[src/rtl/vga_timing_gen.sv]
// VGA raster timing generator: h/v counters, stage-1 decode, stage-2 aligned pins.
// Define VGA_TEST_PATTERN_EN to replace rgb_in with eight vertical colour bars.
module vga_timing_gen #(
   parameter int H_ACTIVE = 640,
   parameter int H_FRONT  = 16,
   parameter int H_SYNC   = 96,
   parameter int H_BACK   = 48,
   parameter int V_ACTIVE = 480,
   parameter int V_FRONT  = 10,
   parameter int V_SYNC   = 2,
   parameter int V_BACK   = 33,
   parameter int H_POL    = 0,
   parameter int V_POL    = 0,
   parameter int CNT_W    = 11,
   parameter int COLOR_W  = 8
) (
   input  logic                   clk,
   input  logic                   reset,
   input  logic                   en,
   input  logic [3*COLOR_W-1:0]   rgb_in,
   output logic [CNT_W-1:0]       pixel_x,
   output logic [CNT_W-1:0]       pixel_y,
   output logic                   de,
   output logic                   line_start,
   output logic                   frame_start,
   output logic [COLOR_W-1:0]     red,
   output logic [COLOR_W-1:0]     green,
   output logic [COLOR_W-1:0]     blue,
   output logic                   h_sync,
   output logic                   v_sync,
   output logic                   blank_n,
   output logic                   sync_n
);

   localparam int H_TOTAL = H_ACTIVE + H_FRONT + H_SYNC + H_BACK;
   localparam int V_TOTAL = V_ACTIVE + V_FRONT + V_SYNC + V_BACK;

   localparam logic [CNT_W-1:0] H_LAST   = CNT_W'(H_TOTAL - 1);
   localparam logic [CNT_W-1:0] V_LAST   = CNT_W'(V_TOTAL - 1);
   localparam logic [CNT_W-1:0] H_ACT_C  = CNT_W'(H_ACTIVE);
   localparam logic [CNT_W-1:0] V_ACT_C  = CNT_W'(V_ACTIVE);
   localparam logic [CNT_W-1:0] HS_BEG   = CNT_W'(H_ACTIVE + H_FRONT);
   localparam logic [CNT_W-1:0] HS_END   = CNT_W'(H_ACTIVE + H_FRONT + H_SYNC);
   localparam logic [CNT_W-1:0] VS_BEG   = CNT_W'(V_ACTIVE + V_FRONT);
   localparam logic [CNT_W-1:0] VS_END   = CNT_W'(V_ACTIVE + V_FRONT + V_SYNC);
   localparam logic             HS_ON    = (H_POL != 0);
   localparam logic             VS_ON    = (V_POL != 0);

   logic [CNT_W-1:0] h_cnt, v_cnt;
   logic             hs_s1, vs_s1;
   logic             hs_raw, vs_raw, de_raw;
   logic [COLOR_W-1:0] pix_r, pix_g, pix_b;

   always_ff @(posedge clk) begin
      if (reset) begin
         h_cnt <= '0;
         v_cnt <= '0;
      end else if (en) begin
         if (h_cnt == H_LAST) begin
            h_cnt <= '0;
            v_cnt <= (v_cnt == V_LAST) ? '0 : v_cnt + 1'b1;
         end else begin
            h_cnt <= h_cnt + 1'b1;
         end
      end
   end

   assign de_raw = (h_cnt < H_ACT_C) && (v_cnt < V_ACT_C);
   assign hs_raw = ((h_cnt >= HS_BEG) && (h_cnt < HS_END)) ? HS_ON : ~HS_ON;
   assign vs_raw = ((v_cnt >= VS_BEG) && (v_cnt < VS_END)) ? VS_ON : ~VS_ON;

   always_ff @(posedge clk) begin
      if (reset) begin
         pixel_x     <= '0;
         pixel_y     <= '0;
         de          <= 1'b0;
         line_start  <= 1'b0;
         frame_start <= 1'b0;
         hs_s1       <= ~HS_ON;
         vs_s1       <= ~VS_ON;
      end else if (en) begin
         pixel_x     <= h_cnt;
         pixel_y     <= v_cnt;
         de          <= de_raw;
         line_start  <= (h_cnt == '0);
         frame_start <= (h_cnt == '0) && (v_cnt == '0);
         hs_s1       <= hs_raw;
         vs_s1       <= vs_raw;
      end
   end

`ifdef VGA_TEST_PATTERN_EN
   // Bar codes are {r,g,b}: white, yellow, cyan, green, magenta, red, blue, black.
   localparam logic [CNT_W-1:0] BAR_W_C = CNT_W'(H_ACTIVE / 8);
   localparam logic [2:0] BAR_CODE [8] = '{3'b111, 3'b110, 3'b011, 3'b010,
                                           3'b101, 3'b100, 3'b001, 3'b000};
   logic [CNT_W-1:0] bar_idx;
   logic [2:0]       bar_code;

   always_comb begin
      bar_idx  = pixel_x / BAR_W_C;
      bar_code = 3'b000;
      if (bar_idx < CNT_W'(8)) bar_code = BAR_CODE[bar_idx[2:0]];
      pix_r = {COLOR_W{bar_code[2]}};
      pix_g = {COLOR_W{bar_code[1]}};
      pix_b = {COLOR_W{bar_code[0]}};
   end
`else
   always_comb begin
      pix_r = rgb_in[3*COLOR_W-1:2*COLOR_W];
      pix_g = rgb_in[2*COLOR_W-1:COLOR_W];
      pix_b = rgb_in[COLOR_W-1:0];
   end
`endif

   always_ff @(posedge clk) begin
      if (reset) begin
         red     <= '0;
         green   <= '0;
         blue    <= '0;
         h_sync  <= ~HS_ON;
         v_sync  <= ~VS_ON;
         blank_n <= 1'b0;
      end else if (en) begin
         red     <= de ? pix_r : '0;
         green   <= de ? pix_g : '0;
         blue    <= de ? pix_b : '0;
         h_sync  <= hs_s1;
         v_sync  <= vs_s1;
         blank_n <= de;
      end
   end

   assign sync_n = 1'b0;

endmodule

[config.mk]
export PLATFORM = sky130hd
export DESIGN_NAME = vga_timing_gen
export DESIGN_NICKNAME = d
export VERILOG_FILES = /design/src/rtl/vga_timing_gen.sv
export SDC_FILE = /design/constraint.sdc
export NUM_CORES = 1
export LEC_CHECK = 0
export CORE_MARGIN = 10
export CORE_UTILIZATION = 48
export CTS_CLUSTER_DIAMETER = 100
export DETAILED_ROUTE_END_ITERATION = 8
export PLACE_DENSITY_LB_ADDON = 0.1
export SYNTH_ARGS = -nofsm -noshare
export SYNTH_HDL_FRONTEND = slang
export SYNTH_SLANG_ARGS = --single-unit
export TNS_END_PERCENT = 10
[constraint.sdc]
create_clock -name clk -period 3.1 [get_ports clk]
set_input_delay 0.93 -clock clk [delete_from_list [all_inputs] [get_ports clk]]
set_output_delay 0.93 -clock clk [all_outputs]
set_load 0.01 [all_outputs]
Word-level counts from Yosys, hierarchy flattened
Cells that the tools add are included.
{"block": "totals", "ff_bits": 76, "input_bits": 27, "out_inout_bits": 53, "word_cells": 39}
{"block": "classes", "add_sub_neg": 2, "order_cmp": 6, "n_eq_ne": 2, "mux": 7, "n_reduce_logical": 7}
{"op": "$mux 8", "n": 3}
{"op": "$add 11x1->11 const B", "n": 2}
{"op": "$eq 11x10->1 const B", "n": 2}
{"op": "$logic_not 11->1", "n": 2}
{"op": "$lt 11x10->1 const B", "n": 2}
{"op": "$lt 11x9->1 const B", "n": 2}
{"op": "$mux 11", "n": 2}
{"op": "$ge 11x10->1 const B", "n": 1}
{"op": "$ge 11x9->1 const B", "n": 1}
{"op": "$logic_and 1x1->1", "n": 4}
{"op": "$mux 1", "n": 2}
{"op": "$reduce_and 2->1", "n": 1}

Longest topological paths before layout
Gate-level depths: netlist of run 1.
{"block": "depth", "ltp_word": 3, "ltp_mapped": 7, "depth_no_buf": 6}

Worst setup path after synthesis of run 1
Ideal clock, no wire load.
{"block": "synth_path", "kind": "input -> register", "startpoint": "in en", "endpoint": "reg v_cnt[4]", "arrival_ps": 2452, "t_required_ps": 3034, "path_slack_ps": 582, "path_stages": 5, "n_path_buf": 1, "path_cell_list": "or3b_1 or4_4 buf_6 or4_4 a21oi_2"}
{"block": "synth_via", "elab_chain_len": 1}
{"element": "start, declared", "line_no": "19", "source": "input logic en,"}
{"element": "$reduce_and 2->1 (no line)"}
{"element": "end signal, assigned", "line_no": "61", "source": "v_cnt <= (v_cnt == V_LAST) ? '0 : v_cnt + 1'b1;"}
{"element": "end, declared", "line_no": "49", "source": "logic [CNT_W-1:0] h_cnt, v_cnt;"}
Every way passes these cells.
A chain may end at the register's enable or synchronous reset.

Worst setup path after layout of run 1
{"block": "layout_path", "startpoint": "reg h_cnt[0]", "endpoint": "reg v_cnt[7]"}
{"block": "layout_via", "elab_chain_len": 2}
{"element": "start, declared", "line_no": "49"}
{"element": "start signal, assigned", "line_no": "63", "source": "h_cnt <= h_cnt + 1'b1;"}
{"element": "$eq 11x10->1", "line_no": "59", "source": "if (h_cnt == H_LAST) begin"}
{"element": "$reduce_and 2->1 (no line)"}
Every way passes these cells.

==> impl_metrics.toml, run 1 <==
[outcome]
status = "finished clean"

[critical_path]
cp-start-kind = "register"
cp_data_arrival_time_ps = 2620
crit_chain = "ha_1 -> nand3_1 -> or4_1 -> or4_1 -> a21oi_1"
path_class = "reg2reg"
slowest_delay_ps = 690
r2r_end = "v_cnt[7]"
reg2reg_depth = 5
critical_path_peak_fanout = 8
crit_required_ps = 3380
cp_slowest_cell = "or4_1"
r2r_setup_slack_ps = 760
crit_path_start = "h_cnt[0]"
end_kind = "register"
endpoint = "v_cnt[7]"
cp_common_cell = "or4_1"
reg2reg_from = "h_cnt[0]"

[synth]
postSynthAreaPerCell_um2 = 9.22
synth.net_count = 362
synthArstFlopShare_pct = 0
ys_warn_count = 0
yosysSeqAreaShare_pct = 49.8
synth_edf_count = 0
syn-cell-area_mm2 = 0.00305
synthFlopType = "dfxtp_1"
yosysUniqueCellTypes = 45
synth-seq-cells = 76
synth_cells = 331

[global_route]
grt-ovfl-total = 0
grt_pass1_wl_um = 12500
grt_max_degree = 38
antenna_found_initial = 0
grt_pass1_vias = 2509
grt_use_total_pct = 15.2

[placement]
place_inst = 466
globalplace.congestion = 0.858
hpwl_um = 5330
port_buffers = 78
placed_area_mm2 = 0.00385

[final_layout]
mostFrequentLayoutCells = "dfxtp_1, clkdlybuf4s50_1, nor2_1"
n_fill_cell = 490
regArea_mm2 = 0.00152
drive_gt1_share_pct = 6.65
area_delta_synth_final_pct = 31.7
diodes = 0
final_area_mm2 = 0.00402
layout.nets = 433
final_cells = 481
final_util_pct = 66.4
multi_input_area_mm2 = 0.00140

[die]
ioPinCount = 80
die-area_mm2 = 0.00995
rows = 28
start_util_pct = 50.4
core_mm2 = 0.00606
die_w_um = 99.8
die_h_um = 99.8

[clock_network]
cts.clk_slew.worst_paths_ps = 80
cts_buffer_depth = 2
cts_hold_buf = 0
clk_latency_ps = 350
root_buffer = "clkbuf_8"
cts_resized = 0
post_cts_buffers = 0
htree_levels = 3
cts_tree = "built"
clock_sinks = 76
tritoncts.num_buffers = 9

[sta]
setup_viol = 0
fmaxAchievable_mhz = 427
min_period_ps = 2340
finClkSkew_ps = 10.6
worstMarginPinSlew_ps = 577
rsz0062_at_grt = "false"
tns_ps = 0
slew_headroom_pct = 61.2
slew_violations = 0
holdWs_ps = 466
fin_crit_sh_pct = 75.6
hold_viol = 0

[drt]
vias = 2594
wire_per_inst_um = 15.7
drc = 0
wl_um = 7550
dr.first_iter.drc_count = 87
drtPass1Iterations = 4
vias_per_cell = 5.39
ant_nets = 0

[hold_path]
min-delay-start = "pixel_x[7]"
hold_class = "reg2reg"
hold_depth = 2

[pwr]
powerDensity_mw_per_mm2 = 452
irDropWorstVdd_uv = 302
leakage_uw = 0.00146

[run]
maxCapViolCount = 0
## through the flow
step | power [uW] | setup WS (ps)
2_1_floorplan | 1100 | 582
3_3_place_gp | 1180 | 485
3_5_place_dp | 1180 | 467
4_1_cts | 1830 | 769
5_1_grt | 1890 | 590
6_report | 1820 | 756
## logic make-up (layout without fill, tap and decap cells)
group                      after synthesis  in the layout  share of synthesized area [%]
and+or+nand+nor                        127            127                           21.4
buffers and inverters                   32            107                           4.47
adders and majority gates                4              4                           1.64
AOI/OAI and AO/OA                       63             63                           13.7
other                                    1              1                          0.123
xor gates and xnor gates                 8              8                           2.29
muxes                                   20             20                           6.56
DFF                                     76             76                           49.8
## power breakdown
part | switching (uW) | internal [uW] | total [uW]
Clock | 335 | 328 | 663
Sequential | 11.0 | 993 | 1000
Combinational | 69.6 | 80.0 | 150
## synth_stat cells, types with 6 or more instances
| cell type | count | share of area [%] |
|---|---|---|
| dfxtp_1 | 76 | 50 |
| mux2i_1 | 20 | 6.6 |
| nand2b_1 | 6 | 1.2 |
| nand4_1 | 6 | 1.2 |
| clkbuf_1 | 15 | 1.8 |
| or4_1 | 10 | 2.5 |
| nand3_1 | 8 | 1.3 |
| nand2_1 | 14 | 1.7 |
| nor2_1 | 54 | 6.6 |
| a21oi_1 | 19 | 3.1 |
| o31ai_1 | 6 | 1.5 |
| a22oi_1 | 24 | 5.9 |
| inv_1 | 8 | 0.98 |
## final cells by class
| type | count | share of cell area, % |
|---|---|---|
| clock buffers | 13 | 3.95 |
| clock inverters | 2 | 0.249 |
| inverters | 9 | 0.840 |
| multi-input cells | 223 | 34.7 |
| flip-flops and latches | 76 | 37.8 |
| well taps | 75 | 2.33 |
| repair buffers | 83 | 20.1 |
## critical path, delay by kind of cell, from the launching register on
family                   cells  cell delay (ps)
AND/OR/NAND/NOR              3             1470
flip-flops                   1              430
adder cells (fa/ha/maj)      1              220
AO/OA/AOI/OAI                1              150
## worst min path at each step
stage,endpoint,slack (ps)
after floorplan,v_sync,440
after global placement,line_start,450
after detailed placement,line_start,460
after CTS,line_start,470
after global routing,frame_start,490
final,pixel_x[7],470
## per-layer routing
metal	routed length, um	global-route usage (%)
met1	3300	17.8
met2	3220	21.7
met3	927	9.97
met4	96	5.29
met5	0	0
## state kept, by name (all words and copies together), names as in the netlist
name         flops
h_cnt           11
pixel_x         11
pixel_y         11
v_cnt           11
blue             8
green            8
red              8
blank_n          1
de               1
frame_start      1
h_sync           1
hs_s1            1
line_start       1
v_sync           1
vs_s1            1
(Power assumes the default switching activity.)
==> run 2: changes to the inputs <==
CORE_UTILIZATION = 43   (was 48)
clock period = 2.1 ns   (was 3.1 ns; I/O delays follow)
==> impl_metrics.toml, run 2 (same netlist as run 1, synthesis figures left out) <==
[final_layout]
mostFrequentLayoutCells = "dfxtp_1, clkdlybuf4s50_1, nor2_1"
final_util_pct = 64.2
layout.nets = 464
final_area_mm2 = 0.00439
n_fill_cell = 578
drive_gt1_share_pct = 14.6
diodes = 0
area_delta_synth_final_pct = 43.7

[sta]
min_period_ps = 2010
setup_viol = 0
slew_violations = 0
finClkSkew_ps = 7.09
holdWs_ps = 458
fin_crit_sh_pct = 95.7
rsz0062_at_grt = "false"
hold_viol = 0
worstMarginPinSlew_ps = 504
setup_slack_ps = 89.6
fmaxAchievable_mhz = 497
slew_headroom_pct = 66.4

[clock_network]
cts_buffer_depth = 2
clk_latency_ps = 350
tritoncts.num_buffers = 9
clock_sinks = 76
cts_tree = "built"
root_buffer = "clkbuf_8"
cts_hold_buf = 0
htree_levels = 3
cts.clk_slew.worst_paths_ps = 80
post_cts_buffers = 0

[hold_path]
hold_depth = 2
hold_class = "reg2reg"
holdPathEnd = "line_start"
min-delay-start = "line_start"

[critical_path]
crit_required_ps = 2380
r2r_end = "v_cnt[10]"
critical_path_peak_fanout = 5
slowest_delay_ps = 510
r2r_setup_slack_ps = 90
reg2reg_depth = 6
crit_chain = "ha_2 -> nand3_2 -> buf_4 -> or3_4 -> or4_1 -> a21oi_1"
path_class = "reg2reg"
cp-start-kind = "register"
worstPathBufferInverterCount = 1
cp_data_arrival_time_ps = 2290
crit_family = "simple AND/OR/NAND/NOR gates"
reg2reg_from = "h_cnt[0]"
end_kind = "register"
cp_slowest_cell = "or4_1"
crit_path_start = "h_cnt[0]"

[outcome]
status = "finished clean"

[drt]
wl_um = 8130
vias = 2763
drc = 0
dr.first_iter.drc_count = 113
wire_per_inst_um = 15.2
ant_nets = 0
drtPass1Iterations = 4
vias_per_cell = 5.17

[die]
die-area_mm2 = 0.0109
die_h_um = 104
start_util_pct = 44.7
die_w_um = 104
ioPinCount = 80
core_mm2 = 0.00683
rows = 30

[placement]
port_buffers = 78
hpwl_um = 5840
place_ws_ps = -142
placed_area_mm2 = 0.00414
globalplace.congestion = 0.850

[global_route]
grt_pass1_wl_um = 13300
grt_use_total_pct = 14.6
grt-ovfl-total = 0
grt_pass1_vias = 2795
grt_max_degree = 38
antenna_found_initial = 0

[run]
maxCapViolCount = 0

[pwr]
leakage_uw = 0.00165
irDropWorstVdd_uv = 375
powerDensity_mw_per_mm2 = 694
## run 2: worst max path at each step
stage                      to  slack, ps  cells after the start
floorplan            v_cnt[4]        -90                      5
global placement     v_cnt[4]       -120                      5
CTS                  v_cnt[9]         50                      5
global route         v_cnt[8]          1                      6
finish              v_cnt[10]         90                      6
detailed placement   v_cnt[8]       -140                      5
## run 2: stage by stage
stage               std cells  power, uW  TNS (ps)
CTS                       534       3080         0
detailed placement        518       1760     -1230
global route              534       3160         0
floorplan                 331       1620      -133
global placement          518       1760      -952
finish                    534       3040         0
## run 2: routing by layer
| metal | part of all wire, % | GRT usage [%] | vias to the layer above |
|---|---|---|---|
| li1 | - | - | 1366 |
| met1 | 43 | 16.7 | 1297 |
| met2 | 43 | 21.8 | 88 |
| met3 | 12 | 8.12 | 12 |
| met4 | 1.4 | 6.26 | 0 |
| met5 | 0 | 0 | - |
## run 2: final cells by class
type | count | area, um^2 | share of cell area, %
tap | 96 | 120 | 2.74
clock inverter | 5 | 100 | 2.28
timing repair buffer | 114 | 1070 | 24.3
sequential | 76 | 1520 | 34.7
multi-input combinational | 223 | 1410 | 32.2
clock buffer | 11 | 131 | 2.99
inverter | 9 | 33.8 | 0.770
## run 2: tightest hold or removal path, cell delays in order, from the launching register on
cell and delay (ps):
dfxtp_1 310, nand2_1 60, a21oi_1 50
## run 2: timing repair
action                     4_1_cts  5_1_grt
cloned                           0        0
setup endpoints to repair        2        5
gates resized for setup          1        3
## run 2: report_power, final
group / switching [uW] / leakage, uW / internal, uW
clock: 533 / 0.000117 / 787
combinational: 112 / 0.000913 / 135
sequential: 13.0 / 0.000616 / 1470
